$ cat config.mk
export PLATFORM = sky130hd
export DESIGN_NAME = spi_slave_rx_flat
export DESIGN_NICKNAME = d
export VERILOG_FILES = /design/src/rtl/spi_slave_rx_if.sv /design/src/rtl/spi_slave_rx.sv /design/src/flat_wrapper.sv
export SDC_FILE = /design/constraint.sdc
export NUM_CORES = 1
export LEC_CHECK = 0
export BUFFER_PORTS_ARGS = -buffer_cell sky130_fd_sc_hd__buf_2
export CAP_MARGIN = 0
export CELL_PAD_IN_SITES_DETAIL_PLACEMENT = 1
export CELL_PAD_IN_SITES_GLOBAL_PLACEMENT = 1
export CORE_AREA = 3 3 72 74
export DETAILED_ROUTE_END_ITERATION = 8
export DIE_AREA = 0 0 75 77
export HOLD_SLACK_MARGIN = 0.03
export PLACE_DENSITY_LB_ADDON = 0.05
export SYNTH_ARGS = -nofsm -noshare
export SYNTH_HDL_FRONTEND = slang
export SYNTH_SLANG_ARGS = --single-unit
$ cat constraint.sdc
create_clock -name clk -period 1.3 [get_ports clk]
set_input_delay 0 -clock clk [delete_from_list [all_inputs] [get_ports clk]]
set_output_delay 0 -clock clk [all_outputs]
set_load 0.01 [all_outputs]
$ cat src/rtl/spi_slave_rx_if.sv
// spi_slave_rx_if: SPI pins from the master plus the received-word outputs of spi_slave_rx.
interface spi_slave_rx_if #(
    parameter int DATA_W = 12
);
    logic sclk;
    logic cs;
    logic mosi;
    logic [DATA_W-1:0] dout;
    logic valid;
    logic frame_err;
    logic busy;
    modport slave (input sclk, cs, mosi, output dout, valid, frame_err, busy);
    modport master (output sclk, cs, mosi, input dout, valid, frame_err, busy);
endinterface

$ cat src/rtl/spi_slave_rx.sv
// spi_slave_rx: oversampled SPI receiver; rebuilds LSB-first frames into parallel words.
module spi_slave_rx #(
    parameter int DATA_W = 12,
    parameter int SKIP_LEAD = 1,
    parameter int SYNC_STAGES = 2
) (
    input logic clk,
    input logic rst,
    spi_slave_rx_if.slave bus
);
    localparam int BW = $clog2(DATA_W + 1);
    localparam int SW = SKIP_LEAD > 0 ? $clog2(SKIP_LEAD + 1) : 1;
    localparam logic [BW-1:0] BIT_LAST = BW'(DATA_W - 1);
    localparam logic [BW-1:0] BIT_MAX = BW'(DATA_W);
    localparam logic [SW-1:0] SKIP_LAST = SW'(SKIP_LEAD > 0 ? SKIP_LEAD - 1 : 0);
    localparam logic [SW-1:0] SKIP_MAX = SW'(SKIP_LEAD);

    typedef enum logic [1:0] {IDLE, LEAD, SHIFT, HOLD} state_t;

    state_t state, state_n;
    logic [SYNC_STAGES-1:0] sclk_q, cs_q, mosi_q, fill;
    logic sclk_d, cs_d, armed;
    logic sclk_s, cs_s, mosi_s;
    logic cs_fall, cs_rise, sclk_fall;
    logic [BW-1:0] bit_cnt, bit_n;
    logic [SW-1:0] skip_cnt, skip_n;
    logic [DATA_W-1:0] shreg, shreg_n, dout, dout_n;
    logic valid, valid_n, frame_err, err_n;

    assign sclk_s = sclk_q[SYNC_STAGES-1];
    assign cs_s = cs_q[SYNC_STAGES-1];
    assign mosi_s = mosi_q[SYNC_STAGES-1];
    // A frame may only start once a real (post-reset) high level of cs has been seen.
    assign cs_fall = armed & cs_d & ~cs_s;
    assign cs_rise = ~cs_d & cs_s;
    assign sclk_fall = sclk_d & ~sclk_s;

    always_ff @(posedge clk) begin
        if (rst) begin
            sclk_q <= '0;
            cs_q <= '1;
            mosi_q <= '0;
            fill <= '0;
            sclk_d <= 1'b0;
            cs_d <= 1'b1;
            armed <= 1'b0;
        end else begin
            sclk_q <= {sclk_q[SYNC_STAGES-2:0], bus.sclk};
            cs_q <= {cs_q[SYNC_STAGES-2:0], bus.cs};
            mosi_q <= {mosi_q[SYNC_STAGES-2:0], bus.mosi};
            fill <= {fill[SYNC_STAGES-2:0], 1'b1};
            sclk_d <= sclk_s;
            cs_d <= cs_s;
            armed <= armed | (fill[SYNC_STAGES-1] & cs_s);
        end
    end

    always_ff @(posedge clk) begin
        if (rst) begin
            state <= IDLE;
            bit_cnt <= '0;
            skip_cnt <= '0;
            shreg <= '0;
            dout <= '0;
            valid <= 1'b0;
            frame_err <= 1'b0;
        end else begin
            state <= state_n;
            bit_cnt <= bit_n;
            skip_cnt <= skip_n;
            shreg <= shreg_n;
            dout <= dout_n;
            valid <= valid_n;
            frame_err <= err_n;
        end
    end

    always_comb begin
        state_n = state;
        bit_n = bit_cnt;
        skip_n = skip_cnt;
        shreg_n = shreg;
        dout_n = dout;
        valid_n = 1'b0;
        err_n = 1'b0;
        case (state)
            IDLE: begin
                if (cs_fall) begin
                    state_n = SKIP_LEAD == 0 ? SHIFT : LEAD;
                    bit_n = '0;
                    skip_n = '0;
                end
            end
            LEAD: begin
                if (cs_rise) begin
                    err_n = 1'b1;
                    state_n = IDLE;
                end else if (sclk_fall) begin
                    skip_n = skip_cnt == SKIP_MAX ? skip_cnt : skip_cnt + 1'b1;
                    state_n = skip_cnt == SKIP_LAST ? SHIFT : LEAD;
                end
            end
            SHIFT: begin
                if (cs_rise) begin
                    err_n = 1'b1;
                    state_n = IDLE;
                end else if (sclk_fall) begin
                    shreg_n = {mosi_s, shreg[DATA_W-1:1]};
                    bit_n = bit_cnt == BIT_MAX ? bit_cnt : bit_cnt + 1'b1;
                    state_n = bit_cnt == BIT_LAST ? HOLD : SHIFT;
                end
            end
            HOLD: begin
                if (cs_rise) begin
                    dout_n = shreg;
                    valid_n = 1'b1;
                    state_n = IDLE;
                end
            end
            default: state_n = IDLE;
        endcase
    end

    assign bus.dout = dout;
    assign bus.valid = valid;
    assign bus.frame_err = frame_err;
    assign bus.busy = state != IDLE;
endmodule
$ cat src/flat_wrapper.sv
// flat-port wrapper written by rule: the top's interface ports become plain ports
module spi_slave_rx_flat 
#(
    parameter int DATA_W = 12,
    parameter int SKIP_LEAD = 1,
    parameter int SYNC_STAGES = 2
)
  (clk, rst, bus_sclk, bus_cs, bus_mosi, bus_dout, bus_valid, bus_frame_err, bus_busy);
  spi_slave_rx_if #(.DATA_W(DATA_W)) bus_i ();
  input logic clk;
  input logic rst;
  input wire logic [$bits(bus_i.sclk)-1:0] bus_sclk;
  input wire logic [$bits(bus_i.cs)-1:0] bus_cs;
  input wire logic [$bits(bus_i.mosi)-1:0] bus_mosi;
  output wire logic [$bits(bus_i.dout)-1:0] bus_dout;
  output wire logic [$bits(bus_i.valid)-1:0] bus_valid;
  output wire logic [$bits(bus_i.frame_err)-1:0] bus_frame_err;
  output wire logic [$bits(bus_i.busy)-1:0] bus_busy;
  assign bus_i.sclk = bus_sclk;
  assign bus_i.cs = bus_cs;
  assign bus_i.mosi = bus_mosi;
  assign bus_dout = bus_i.dout;
  assign bus_valid = bus_i.valid;
  assign bus_frame_err = bus_i.frame_err;
  assign bus_busy = bus_i.busy;
  spi_slave_rx #(.DATA_W(DATA_W), .SKIP_LEAD(SKIP_LEAD), .SYNC_STAGES(SYNC_STAGES)) u_core (.clk(clk), .rst(rst), .bus(bus_i));
endmodule
==> run_results.csv, run 1 <==
group,metric,value,unit
run_status,status,"finished with violations",
run_status,violations,"setup timing",
placed_design,gp_congestion,0.741,
floorplanning,core,0.00466,mm2
worst_setup_path,crit_arrival,1560,ps
yosys,yosys.area_share.simple,0.238,
placed_design,dp_slack,-201,ps
clock_network,cts_root_buf,"clkbuf_8",
sta,final.setup.tns,-90.0,ps
yosys,synth_xor_area_frac,0,
yosys,synth_top_area_share,0.509,
yosys,ys_warn_count,0,
detailed_routing,wl,4.52,mm
grt,grt_pass1_vias,1592,
worst_setup_path,crit_path_end_kind,"flop",
clock_network,clk_pin_slew,80,ps
sta,rsz0062_at_grt,"yes",
grt,grt_pass1_wl,7.52,mm
clock_network,cts_tree,"built",
worst_setup_path,crit_fanout,4,
floorplanning,die_area,0.00578,mm2
placed_design,dpl_cell_area,0.00199,mm2
sta,setup_viol,3,
sta,skew,3.37,ps
yosys,synth_mux_area_frac,0.0116,
pwr,vdd_drop_max,0.551,mV
min_path,hold_path_class,"reg -> reg",
worst_setup_path,worst_setup_path_start_kind,"flop",
detailed_routing,avgViaCountPerCell,5.08,
sta,hold_viol_final,0,
final_layout,fin_cells,295,
floorplanning,die_h,77,um
detailed_routing,drtIter0Drc,65,
detailed_routing,drtPass1Iterations,4,
detailed_routing,ant_nets,0,
clock_network,clkLatencyLatePin,290,ps
yosys,synthAdderAreaFrac,0.0506,
final_layout,nFillCells,559,
run,drv_cap,0,
clock_network,htreeDepth,2,
grt,antenna_found_initial,0,
final_layout,drive_gt1_frac,0.349,
sta,timing.final.crit_share,1.04,
yosys,synth_top_family_by_area,"simple AND/OR/NAND/NOR gates",
worst_setup_path,criticalPathCategory,"reg -> reg",
placed_design,dp_hpwl,2.97,mm
floorplanning,ios,20,
yosys,synth_fp_nets,212,
worst_setup_path,required,1510,ps
sta,setup_ws,-47.0,ps
final_layout,final_nets,253,
yosys,synthDistinctLibCells,35,
floorplanning,die_w,75,um
detailed_routing,drc,0,
yosys,syn_area_per_cell,8.65,um2
yosys,ys_seq_elements,44,
clock_network,cts_inserted_buffers,5,
grt,grt_max_degree,21,
grt,grt-ovfl-total,0,
pwr,power_density,1140,mW/mm2
worst_setup_path,r2r_slack,-50,ps
yosys,synth_cells,200,
detailed_routing,vias,1499,
sta,whs,418,ps
yosys,yosysTopAreaCell,"dfxtp_1",
yosys,yosys-top-cells-area,"dfxtp_1, nand2_1, a21oi_1, ha_1, nor2b_1",
sta,slew_viol_final,0,
sta,tightest_slew,251,ps
yosys,synth_compound_area_frac,0.145,
yosys,syn-cell-area,0.00173,mm2
floorplanning,rows,25,
detailed_routing,post_drt_wl_per_cell,15.3,um
final_layout,fin_area,0.00234,mm2
final_layout,final_cell_mix,"nand2_1, dfxtp_1, a21oi_1, buf_2, buf_4",
grt,grt_use_total,0.167,
clock_network,clock-sinks,44,
final_layout,layout_commonest_cell,"nand2_1",
sta,fmax,0.742,GHz
sta,slew_headroom,0.833,
pwr,total_power,2.67,mW
placed_design,portBuffers,19,
final_layout,syn2layout_area_growth,35.1,%
clock_network,clockBufferDepth,2,
final_layout,n_antenna_cell,0,
floorplanning,start_util,0.371,
yosys,yosysSeqAreaShare,0.509,
placed_design,dp_cells,280,
sta,period_needed,1350,ps
final_layout,final_util,0.501,
pwr,power_leakage,0.894,nW
==> power by group <==
part           internal (mW)  switching [mW]  total (mW)
clock network          0.364           0.452       0.816
registers               1.38          0.0286        1.41
logic                  0.221           0.225       0.446
==> synthesized netlist by cell type (all sizes together) <==
cell type / n
o21bai: 1
a22oi: 1
o2111a: 1
clkbuf: 4
nor2b: 8
and3b: 1
nand4b: 3
o2111ai: 1
inv: 7
ha: 7
nor3: 2
nor2: 3
or2: 3
nand2: 52
a21boi: 2
o21ai: 2
dfxtp: 44
a21oi: 32
nand2b: 2
buf: 6
and3: 2
a31oi: 1
nand3: 8
and2: 2
a31o: 1
mux2i: 2
a211oi: 1
or4: 1
==> kinds of logic after synthesis <==
logic type,Yosys count
simple gates,87
mux,2
buf+inv,17
fa+ha+maj,7
compound gates,43
flops,44
==> path summary, 6_finish.rpt <==
path                                       from         endpoint  depth (start not counted)
worst max-delay path            u_core.state[1]  u_core.state[0]                          5
worst min-delay path             u_core.cs_q[0]   u_core.cs_q[1]                          1
worst max register to register  u_core.state[1]  u_core.state[0]                          5
worst min register to register   u_core.cs_q[0]   u_core.cs_q[1]                          1
==> sequential cells by signal, indices dropped and copies added, names as in the netlist, 2 cells and up <==
signal	count
u_core.cs_q	2
u_core.bus.dout	12
u_core.mosi_q	2
u_core.shreg	12
u_core.bit_cnt	4
u_core.state	2
u_core.sclk_q	2
u_core.fill	2
==> area by class of cell <==
| class | instances | area, um2 | share of cell area |
|---|---|---|---|
| Inverter | 7 | 33.8 | 0.0145 |
| Multi-Input combinational cell | 140 | 941 | 0.403 |
| Timing Repair Buffer | 43 | 320 | 0.137 |
| Clock inverter | 2 | 12.5 | 0.00535 |
| Clock buffer | 5 | 68.8 | 0.0294 |
| Sequential cell | 44 | 893 | 0.382 |
| Tap cell | 54 | 67.6 | 0.0289 |
==> routing by layer <==
layer  up-vias  track usage  wire, um
met1       720        0.202      1960
li1        750            -         -
met5         -            0         0
met4         0       0.0427        50
met3         6       0.0393       113
met2        23        0.289      2390
==> critical path, stage by stage (launching register included) <==
cell	delay [ps]
dfxtp_4	370
buf_4	150
ha_4	170
o21bai_4	170
a21boi_2	210
mux2i_1	210
==> what timing repair did <==
item / 4_1_cts / 5_1_grt
endpoints found under the setup margin: 24 / 31
pin swaps: 10 / 3
gates resized for setup: 30 / 21
hold buffers: 4 / 0
gates cloned: 0 / 2
hold endpoints to repair: 5 / 0
setup buffers: 3 / 0
No activity file was read; power rests on OpenSTA's default activity.
==> run 2, diff against run 1 <==
--- a/config.mk
+++ b/config.mk
@@ -5,13 +5,14 @@
 export SDC_FILE = /design/constraint.sdc
 export NUM_CORES = 1
 export LEC_CHECK = 0
+export ABC_AREA = 1
 export BUFFER_PORTS_ARGS = -buffer_cell sky130_fd_sc_hd__buf_2
 export CAP_MARGIN = 0
 export CELL_PAD_IN_SITES_DETAIL_PLACEMENT = 1
 export CELL_PAD_IN_SITES_GLOBAL_PLACEMENT = 1
-export CORE_AREA = 3 3 72 74
+export CORE_AREA = 3 3 74 76
 export DETAILED_ROUTE_END_ITERATION = 8
-export DIE_AREA = 0 0 75 77
+export DIE_AREA = 0 0 77 79
 export HOLD_SLACK_MARGIN = 0.03
 export PLACE_DENSITY_LB_ADDON = 0.05
 export SYNTH_ARGS = -nofsm -noshare
==> run 2 against run 1 <==
- the run still ends with setup timing left
- setup slack better by 39 ps
- design area is 1.3% lower
- clock skew rose by 3.2 ps
- highest routed layer unchanged
- largest power group unchanged
- critical path type unchanged
- power is 39% higher
==> run_results.csv, run 2 <==
group,metric,value,unit
worst_setup_path,crit_fanout,4,
clock_network,cts_root_buf,"clkbuf_8",
yosys,synth_edf_count,0,
final_layout,n_antenna_cell,0,
detailed_routing,drc,0,
final_layout,drive_gt1_frac,0.263,
clock_network,htreeDepth,2,
grt,grt_max_degree,22,
yosys,syn_area_per_cell,7.67,um2
pwr,p_sw_frac,0.319,
clock_network,cts_inserted_buffers,5,
grt,grt-ovfl-total,0,
clock_network,clock-sinks,44,
pwr,power_density,1610,mW/mm2
sta,period_needed,1310,ps
run,drv_cap,0,
clock_network,clockBufferDepth,2,
yosys,synth_most_common_cell,"nor2_1",
detailed_routing,drtIter0Drc,34,
worst_setup_path,rr_worst_depth,7,
pwr,p_comb_frac,0.315,
final_layout,syn2layout_area_growth,28.4,%
min_path,hold_path_class,"in -> reg",
pwr,pwr-share-clk,0.274,
sta,fmax,0.764,GHz
floorplanning,die_h,79,um
pwr,internal_power,2.53,mW
pwr,p_sw,1.18,mW
final_layout,layout_commonest_cell,"nor2_1",
floorplanning,ios,20,
yosys,ys_seq_elements,44,
clock_network,cts_tree,"built",
floorplanning,start_util,0.375,
sta,tightest_slew,306,ps
yosys,yosysTopAreaCell,"dfxtp_1",
worst_setup_path,worst_setup_path_start_kind,"flop",
yosys,synth_cells,234,
detailed_routing,vias,1556,
sta,rsz0062_at_grt,"yes",
sta,skew,6.57,ps
pwr,power_frac_seq,0.411,
clock_network,clkLatencyLatePin,290,ps
placed_design,dp_hpwl,2.92,mm
placed_design,portBuffers,19,
clock_network,clk_pin_slew,80,ps
yosys,synth_fp_nets,246,
sta,slew_headroom,0.796,
yosys,synthDistinctLibCells,21,
grt,grt_pass1_vias,1593,
worst_setup_path,criticalPathCategory,"reg -> reg",
floorplanning,die_w,77,um
pwr,power_leakage,1.04,nW
detailed_routing,avgViaCountPerCell,4.56,
sta,final.setup.tns,-8.19,ps
grt,grt_use_total,0.150,
pwr,total_power,3.71,mW
sta,slew_viol_final,0,
placed_design,gp_congestion,0.790,
final_layout,reg_top3,"u_core.bus.dout: 12 flops, u_core.shreg: 12 flops, u_core.bit_cnt: 4 flops",
worst_setup_path,r2r_slack,-8,ps
yosys,ys_warn_count,0,
yosys,yosysSeqAreaShare,0.491,
sta,setup_ws,-8.19,ps
yosys,synth_top_area_share,0.491,
final_layout,final_cell_mix,"nor2_1, dfxtp_1, nand2_1, nand3_1, buf_2",
detailed_routing,ant_nets,0,
yosys,synthFlopType,"dfxtp_1",
sta,hold_viol_final,0,
worst_setup_path,crit_arrival,1540,ps
min_path,hold_depth,3,
floorplanning,die_area,0.00608,mm2
worst_setup_path,required,1530,ps
floorplanning,core,0.00479,mm2
run_status,status,"finished with violations",
grt,grt_pass1_wl,7.22,mm
sta,setup_viol,1,
worst_setup_path,crit_path_end_kind,"flop",
final_layout,nFillCells,596,
yosys,async_flop_share,0,
grt,antenna_found_initial,0,
detailed_routing,post_drt_wl_per_cell,12.3,um
pwr,vdd_drop_max,0.636,mV
yosys,syn-cell-area,0.00180,mm2
detailed_routing,wl,4.20,mm
yosys,ys_top_cells_by_count,"nor2_1, dfxtp_1, nand2_1, nand3_1, inv_1",
detailed_routing,drtPass1Iterations,4,
yosys,yosys-top-cells-area,"dfxtp_1, nor2_1, nand2_1, nand3_1, ha_1",
run_status,violations,"setup timing",
sta,timing.final.crit_share,1.01,
floorplanning,rows,25,
final_layout,final_nets,285,
==> run 2: cell types whose count changed after synthesis, sizes merged, moves of 3 or more <==
cell,before,now
nand3,8,23
o21ai,2,16
nand2,52,42
a21oi,32,14
inv,7,21
nor2b,8,0
nor2,3,50
nand4b,3,0
==> run 2: routing by layer <==
layer  part of all wire  wire [um]  up-vias  track usage
met5                  0          0        -            0
met2               0.48       2020       17        0.274
met1               0.48       2010      710        0.174
met3              0.025        103        8       0.0306
met4              0.018         77        0       0.0534
li1                   -          -      821            -
==> run 2: final timing paths <==
| kind | endpoint | from |
|---|---|---|
| max | u_core.shreg[2] | u_core.state[0] |
| min | u_core.fill[0] | rst |
| max reg2reg | u_core.shreg[2] | u_core.state[0] |
| min reg2reg | u_core.fill[1] | u_core.fill[0] |
==> run 2: cells by family after synthesis <==
kind of cell | after synthesis | share of synthesized area
and+or+nand+nor | 120 | 0.291
adders and majority gates | 7 | 0.0488
xor gates and xnor gates | 2 | 0.00976
buffers and inverters | 30 | 0.0732
AOI/OAI and AO/OA | 31 | 0.0871
DFF | 44 | 0.491
==> run 2: repair_timing <==
item,in CTS,in global routing
hold endpoints to repair,8,1
cloned,1,0
hold buffers,5,1
setup endpoints to repair,12,30
buffers inserted,0,1
resized for setup,11,21
pin swaps,2,7
==> run 2: critical path, cell delays in order (launching register included) <==
cell and delay [ps]:
dfxtp_4 360, inv_6 70, ha_4 160, inv_4 50, nor3_4 250, buf_4 180
o21ai_0 80, nor2_1 90
==> run 2: stage by stage <==
| step | utilization | setup WS (ps) | instances | area, um2 | hold slack (ps) |
|---|---|---|---|---|---|
| final | 0.482 | -8.19 | 341 | 2310 | 110 |
| after global routing | 0.482 | -117 | 341 | 2310 | 129 |
| after CTS | 0.469 | -18.2 | 340 | 2240 | 106 |
| after detailed placement | 0.428 | -48.8 | 326 | 2050 | 194 |
| after global placement | 0.428 | -6.43 | 326 | 2050 | 185 |
| after floorplan | - | 13.3 | 234 | 1810 | 69.1 |
==> run 2: power groups by stage <==
stage,Clock (mW),Sequential (mW),Combinational [mW]
6_report,1.02,1.53,1.17
3_3_place_gp,0,1.54,0.971
2_1_floorplan,0,1.53,0.669
4_1_cts,1.05,1.53,1.04
3_5_place_dp,0,1.54,0.981
5_1_grt,1.12,1.54,1.31
==> run 2: layout make-up <==
type | count | area [um2] | area share
inverters | 21 | 88.8 | 0.0385
clock inverters | 2 | 35.0 | 0.0152
well taps | 67 | 83.8 | 0.0364
flip-flops and latches | 44 | 887 | 0.385
clock buffers | 6 | 72.6 | 0.0315
multi-input cells | 160 | 851 | 0.369
repair buffers | 41 | 288 | 0.125
==> run 3, diff against run 2 <==
--- a/config.mk
+++ b/config.mk
@@ -10,9 +10,9 @@
 export CAP_MARGIN = 0
 export CELL_PAD_IN_SITES_DETAIL_PLACEMENT = 1
 export CELL_PAD_IN_SITES_GLOBAL_PLACEMENT = 1
-export CORE_AREA = 3 3 74 76
+export CORE_AREA = 3 3 70 72
 export DETAILED_ROUTE_END_ITERATION = 8
-export DIE_AREA = 0 0 77 79
+export DIE_AREA = 0 0 73 75
 export HOLD_SLACK_MARGIN = 0.03
 export PLACE_DENSITY_LB_ADDON = 0.05
 export SYNTH_ARGS = -nofsm -noshare
==> constraint.sdc (replaced) <==
create_clock -name clk -period 1.5 [get_ports clk]
set_input_delay 0 -clock clk [delete_from_list [all_inputs] [get_ports clk]]
set_output_delay 0 -clock clk [all_outputs]
set_load 0.01 [all_outputs]
==> run 3 against run 2 <==
- the run now ends clean
- register-to-register slack better by 140 ps
- flip-flop and latch count unchanged
- sequential share of layout area up 3.3 points
- clock power down 27%
- die area down 10%
- non-clock buffer count down 11
- critical path type unchanged
- highest routed layer unchanged
==> run_results.csv, run 3 (synthesized netlist as in run 2, its figures left out) <==
group,metric,value,unit
pwr,power_leakage,0.974,nW
sta,slew_headroom,0.795,
final_layout,final_nets,274,
grt,grt_pass1_wl,6.96,mm
min_path,hold_depth,2,
worst_setup_path,worst_setup_path_start_kind,"flop",
worst_setup_path,criticalPathCategory,"reg -> reg",
final_layout,nFillCells,548,
sta,slew_viol_final,0,
pwr,p_comb_frac,0.274,
detailed_routing,avgViaCountPerCell,4.89,
sta,timing.final.crit_share,0.915,
final_layout,layout_commonest_cell,"nor2_1",
clock_network,htreeDepth,2,
pwr,p_sw_frac,0.323,
final_layout,final_cell_mix,"nor2_1, dfxtp_1, nand2_1, nand3_1, buf_2",
worst_setup_path,crit_arrival,1560,ps
floorplanning,rows,24,
sta,fmax,0.729,GHz
detailed_routing,drtIter0Drc,41,
worst_setup_path,rr_worst_depth,9,
worst_setup_path,crit_path_end_kind,"flop",
final_layout,reg_top3,"u_core.bus.dout: 12 flops, u_core.shreg: 12 flops, u_core.bit_cnt: 4 flops",
sta,skew,5.42,ps
placed_design,portBuffers,19,
run_status,status,"complete, no violations",
detailed_routing,post_drt_wl_per_cell,12.8,um
pwr,power_density,1340,mW/mm2
pwr,vdd_drop_max,0.527,mV
sta,final.setup.tns,0,ps
placed_design,dp_hpwl,2.83,mm
clock_network,cts_inserted_buffers,5,
pwr,pwr-share-clk,0.261,
placed_design,dpl_cell_area,0.00195,mm2
floorplanning,die_area,0.00548,mm2
grt,grt-ovfl-total,0,
placed_design,gp_congestion,0.840,
pwr,p_sw,0.915,mW
detailed_routing,wl,4.03,mm
detailed_routing,drc,0,
floorplanning,core,0.00435,mm2
floorplanning,die_h,75,um
grt,antenna_found_initial,0,
min_path,hold_path_class,"reg -> reg",
sta,whs,407,ps
sta,rsz0062_at_grt,"no",
clock_network,clock-sinks,44,
clock_network,cts_tree,"built",
clock_network,clkLatencyLatePin,280,ps
sta,setup_viol,0,
pwr,internal_power,1.92,mW
grt,grt_max_degree,22,
detailed_routing,vias,1540,
sta,period_needed,1370,ps
floorplanning,start_util,0.412,
final_layout,n_antenna_cell,0,
grt,grt_use_total,0.162,
clock_network,clk_pin_slew,80,ps
pwr,power_frac_seq,0.464,
detailed_routing,ant_nets,0,
detailed_routing,drtPass1Iterations,4,
sta,hold_viol_final,0,
worst_setup_path,crit_fanout,5,
clock_network,post_cts_buffers,0,
final_layout,multiInputGateArea,803,um2
floorplanning,die_w,73,um
floorplanning,ios,20,
run,drv_cap,0,
sta,tightest_slew,306,ps
final_layout,seqCellArea,882,um2
grt,grt_pass1_vias,1528,
final_layout,fin_area,0.00211,mm2
final_layout,drive_gt1_frac,0.183,
clock_network,clockBufferDepth,2,
final_layout,syn2layout_area_growth,17.5,%
clock_network,cts_root_buf,"clkbuf_8",
worst_setup_path,required,1690,ps
[run 3: power groups by stage]
stage	Combinational, mW	Sequential (mW)	Clock [mW]
after floorplan	0.560	1.32	0
after global placement	0.725	1.33	0
after detailed placement	0.739	1.33	0
after CTS	0.754	1.31	0.778
after global routing	0.911	1.33	0.828
final	0.778	1.32	0.740
[run 3: worst paths after layout]
| check | start | end | slack, ps |
|---|---|---|---|
| worst min register to register | u_core.sclk_q[0] | u_core.sclk_q[1] | 410 |
| worst max-delay path | u_core.state[0] | u_core.bit_cnt[3] | 130 |
| worst min-delay path | u_core.sclk_q[0] | u_core.sclk_q[1] | 410 |
| worst max register to register | u_core.state[0] | u_core.bit_cnt[3] | 130 |
[run 3: area by class of cell]
type	count	area share
repair buffers	30	0.0902
multi-input cells	160	0.381
inverters	21	0.0374
flip-flops and latches	44	0.418
clock buffers	8	0.0427
well taps	52	0.0308
[run 3: repair_timing]
item | 4_1_cts | 5_1_grt
hold buffers | 5 | 0
endpoints found under the hold margin | 7 | 0
pin swaps | 0 | 1
resized for setup | 1 | 7
setup endpoints to repair | 9 | 17
[run 3: per-stage QoR]
stage | setup slack, ps | total power [mW] | utilization | cells
finish | 128 | 2.83 | 0.484 | 315
global route | 8.36 | 3.07 | 0.484 | 315
CTS | 45.4 | 2.84 | 0.480 | 315
detailed placement | -3.44 | 2.07 | 0.447 | 302
global placement | 51.7 | 2.06 | 0.447 | 302
floorplan | 79.7 | 1.88 | - | 234
[run 3: per-layer routing]
metal  track usage  vias up  part of all wire
met2         0.277       12              0.49
met4        0.0615        0            0.0099
met1         0.207      727              0.48
met3        0.0240        5             0.020
li1              -      796                 -
met5             0        -                 0
[run 3: critical path: stages, from the launching register on]
cell and delay [ps]:
dfxtp_1 340, inv_2 110, ha_2 200, inv_1 70, nor2_1 200, nor2_4 80, nand2_2 110, nand2_1 70
nand2_1 60, nor2_1 40
